**config.mk**
```make
export PLATFORM = sky130hd
export DESIGN_NAME = instr_fetch_unit
export DESIGN_NICKNAME = d
export VERILOG_FILES = /design/src/rtl/instr_fetch_unit.sv
export SDC_FILE = /design/constraint.sdc
export NUM_CORES = 1
export LEC_CHECK = 0
export BUFFER_PORTS_ARGS = -buffer_cell sky130_fd_sc_hd__buf_4
export CORE_MARGIN = 2
export CORE_UTILIZATION = 49
export DETAILED_ROUTE_END_ITERATION = 12
export PLACE_DENSITY = 0.92
export RECOVER_POWER = 100
export SETUP_SLACK_MARGIN = 0.5
export SLEW_MARGIN = 25
export SYNTH_ARGS = -nofsm -noshare
export SYNTH_HDL_FRONTEND = slang
export SYNTH_SLANG_ARGS = --single-unit
```
**constraint.sdc**
```tcl
create_clock -name clk -period 3 [get_ports clk]
set_input_delay 0.3 -clock clk [delete_from_list [all_inputs] [get_ports clk]]
set_output_delay 0.3 -clock clk [all_outputs]
set_load 0.05 [all_outputs]
```
**src/rtl/instr_fetch_unit.sv**
```systemverilog
// Fetch stage of the 21-bit core: owns the PC, fetches over a req/ready
// handshake, latches the instruction and resolves the next PC after execute.
//
// Memory handshake: imem_req is high in every FETCH cycle with imem_addr == pc.
// A word transfers on the rising edge where imem_req and imem_ready are both high.
// imem_rdata is ignored in all other cycles.
module instr_fetch_unit #(
  parameter int              PC_W     = 16,
  parameter logic [PC_W-1:0] RESET_PC = '0,
  parameter logic [4:0]      HALT_OP  = 5'b11111
) (
  input  logic            clk,
  input  logic            rst,
  output logic            imem_req,
  output logic [PC_W-1:0] imem_addr,
  input  logic            imem_ready,
  input  logic [20:0]     imem_rdata,
  input  logic            stall,
  input  logic            beq,
  input  logic            bne,
  input  logic            j,
  input  logic            zero,
  output logic [PC_W-1:0] pc,
  output logic [PC_W-1:0] pc_plus1,
  output logic [20:0]     instr,
  output logic            instr_valid,
  output logic [4:0]      opCode,
  output logic [2:0]      rs,
  output logic [2:0]      rt,
  output logic [2:0]      rd,
  output logic [2:0]      funct,
  output logic [9:0]      imm,
  output logic [15:0]     jtarget,
  output logic            halted,
  output logic [1:0]      state_dbg
);

  typedef enum logic [1:0] {
    S_IDLE  = 2'd0,
    S_FETCH = 2'd1,
    S_EXEC  = 2'd2,
    S_HALT  = 2'd3
  } state_t;

  state_t          state, state_nxt;
  logic [PC_W-1:0] pc_nxt;
  logic [20:0]     instr_nxt;
  logic [PC_W-1:0] imm_sx;
  logic [PC_W-1:0] jt_pc;
  logic [PC_W-1:0] br_target;
  logic [PC_W-1:0] next_pc;

  assign opCode  = instr[20:16];
  assign rs      = instr[15:13];
  assign rt      = instr[12:10];
  assign rd      = instr[9:7];
  assign funct   = instr[2:0];
  assign imm     = instr[9:0];
  assign jtarget = instr[15:0];

  assign imem_addr   = pc;
  assign pc_plus1    = pc + PC_W'(1);
  assign imem_req    = (state == S_FETCH);
  assign instr_valid = (state == S_EXEC);
  assign halted      = (state == S_HALT);
  assign state_dbg   = state;

  // Size casts give sign extension of imm and zero-extend/truncate of jtarget.
  assign imm_sx    = PC_W'($signed(imm));
  assign jt_pc     = PC_W'(jtarget);
  assign br_target = pc_plus1 + imm_sx;

  always_comb begin
    next_pc = pc_plus1;
    if (j)
      next_pc = jt_pc;
    else if (beq && zero)
      next_pc = br_target;
    else if (bne && !zero)
      next_pc = br_target;
  end

  always_comb begin
    state_nxt = state;
    pc_nxt    = pc;
    instr_nxt = instr;
    case (state)
      S_IDLE:  state_nxt = S_FETCH;
      S_FETCH: begin
        if (imem_ready) begin
          instr_nxt = imem_rdata;
          state_nxt = S_EXEC;
        end
      end
      S_EXEC: begin
        // Control inputs only matter on the cycle the stall releases.
        if (!stall) begin
          if (opCode == HALT_OP) begin
            state_nxt = S_HALT;
          end else begin
            pc_nxt    = next_pc;
            state_nxt = S_FETCH;
          end
        end
      end
      S_HALT:  state_nxt = S_HALT;
      default: state_nxt = S_IDLE;
    endcase
  end

  always_ff @(posedge clk or posedge rst) begin
    if (rst) begin
      state <= S_IDLE;
      pc    <= RESET_PC;
      instr <= '0;
    end else begin
      state <= state_nxt;
      pc    <= pc_nxt;
      instr <= instr_nxt;
    end
  end

endmodule

```
==> impl_metrics.yaml <==
detailed_routing:
  routedWlPerCell_um: 22.7
  avgViaCountPerCell: 6.19
  routed_wl_um: 14300
  post-route-drc-count: 0
  drtAntennaViolNets: 0
  via_count: 3890
  dr.pass1.iters: 5
  drtIter0Drc: 380
timing:
  slew_headroom_pct: 30.4
  finalCritPeriodShare_pct: 103
  fin_skew_ns: 0.00839
  setup_ws_ns: -0.0821
  final_hold_viol_count: 0
  worstMarginPinSlew_ns: 1.04
  timing.final.max_slew_violations: 0
  fin_crit_ns: 3.08
  fmax_mhz: 324
  rsz0062_at_grt: "yes"
  setup_viol: 1
cells_and_area:
  layout_common_cells: "clkbuf_1 (113), buf_4 (79), nand2_1 (30), dfrtp_1 (30), mux2_2 (23)"
  final_common_cell: "clkbuf_1"
  diodes: 0
  nets: 581
  drive_above_1_share_pct: 39.3
  syn2layout_area_growth_pct: 44.3
  n_fill_cell: 521
  fin_cells: 628
placed_design:
  place_hpwl_um: 7670
  numPortBuffers: 145
  dp_cells: 573
  gp_congestion: 0.909
clock_tree:
  cts-htree-levels: 2
  numCtsBuffers: 5
  cts-root-buf: "clkbuf_8"
  clk_path_buf_depth: 2
  clk_pin_slew_ns: 0.09
  clk-insertion-delay-late_ns: 0.31
  cts_tree: "built"
  hold_buffers: 0
  cts.sinks: 39
critical_path:
  critical_path_arrival_ns: 3.24
  required_ns: 3.16
  start_kind: "register"
  crit_path_max_fanout: 7
  path_class: "register to register"
  worst_setup_path_end_kind: "register"
global_routing:
  grt_pass1_vias: 3760
  grt_usage_pct: 32.4
  grt_pass1_wl_um: 19500
  antenna_found_initial: 0
  overflow: 0
  grt_max_degree: 38
yosys:
  syn-num-nets: 448
  ys_types: 57
  async_reset_ff_share_pct: 100
  yosysWarnings: 0
  ys_ff_latch: 39
  synth.cell_area_um2: 3500
  synth-edff-count: 0
  synthFlopType: "dfrtp_1"
  yosysSeqAreaShare_pct: 27.9
  synthCells: 398
  syn_area_per_cell_um2: 8.79
die:
  die_y_um: 88.5
  die_w_um: 88.5
  dieArea_um2: 7830
  fp.coreArea_um2: 6870
  rows: 30
  start_util_pct: 50.9
  ios: 146
outcome:
  status: "finished with violations"
  violations: "negative setup slack"
job:
  max_cap_violations: 0
min_path:
  hp-class: "input port to asynchronous set/reset pin"
-- state kept, by name, summed over array words and instances, names as in the netlist --
register	count
imem_addr	16
state_dbg	2
instr	21
-- routing by layer --
layer  share of wire, %  wire, um  GRT usage, %  vias to the layer above
met5                  0         0             0                        -
li1                   -         -             -                     1624
met3                9.5      1360          8.30                       83
met2                 48      6850          53.9                      308
met4                5.8       828          14.2                        0
met1                 37      5250          40.0                     1875
-- cells in the mapped netlist, types with 7 or more instances --
master	count	share of area [%]
nor3_1	12	1.7
clkbuf_1	13	1.4
a21oi_1	30	4.3
xnor2_1	11	2.8
inv_1	14	1.5
nand2_1	35	3.8
nor2_1	23	2.5
mux2_2	24	7.7
ha_1	20	7.2
o21ai_0	14	2.0
buf_4	59	13
o22ai_1	7	1.3
dfrtp_1	39	28
xor2_1	10	2.5
-- stage by stage --
stage                     setup slack (ns)  cell area [um^2]  util, %  TNS (ns)  hold slack (ns)
after detailed placement          -0.00518              4550     66.2  -0.00518            0.512
after floorplan                    -0.0675              3790        -    -0.114            0.402
after CTS                            0.397              5260     76.6         0            0.190
final                              -0.0821              5040     73.4   -0.0821            0.174
after global routing                -0.133              5040     73.4    -0.133            0.189
after global placement              0.0967              4550     66.2         0            0.507
-- what timing repair did --
action / 4_1_cts / 5_1_grt
cloned: 0 / 0
endpoints found under the hold margin: 0 / 0
setup buffers: 31 / 16
endpoints found under the setup margin: 11 / 13
pin swaps: 35 / 22
gates resized for setup: 61 / 21
-- final cells by class --
class | count | area, um^2 | area share (%)
multi-input combinational | 269 | 2610 | 51.7
timing repair buffer | 202 | 1120 | 22.2
sequential | 39 | 1000 | 19.9
tap | 96 | 120 | 2.38
clock buffer | 5 | 68.8 | 1.36
clock inverter | 3 | 67.6 | 1.34
inverter | 14 | 52.6 | 1.04
-- cell families after synthesis --
family / after synthesis / share of synthesized area (%)
simple gates: 102 / 15.4
compound gates: 94 / 17.6
buf+inv: 90 / 16.1
flops: 39 / 27.9
mux: 29 / 9.16
xor+xnor: 23 / 6.19
fa+ha+maj: 21 / 7.73
-- worst max-delay path, cell delays in order, from the launching register on --
cell	delay, ns
dfrtp_4	0.46
buf_4	0.16
nand3_4	0.09
nor3_4	0.24
buf_4	0.18
nand2_2	0.09
xnor2_4	0.26
ha_4	0.27
a21oi_2	0.21
o21ai_2	0.14
nor3b_1	0.29
a21oi_1	0.09
nor3_1	0.30
o41ai_2	0.13
-- path summary, 6_finish.rpt --
check                                      to         start  depth (start not counted)  slack, ns
worst min-delay path             imem_addr[1]           rst                          2       0.17
min in group clk                 state_dbg[0]         stall                          2       0.20
worst min register to register      instr[20]     instr[20]                          1       0.56
max in group asynchronous            instr[9]           rst                          3       1.39
worst max register to register  imem_addr[11]  imem_addr[3]                         13      -0.08
worst max-delay path            imem_addr[11]  imem_addr[3]                         13      -0.08
Power is left out: the tool's default activity adds up to more than one toggle a clock period on the data nets, which glitch-free logic cannot reach.
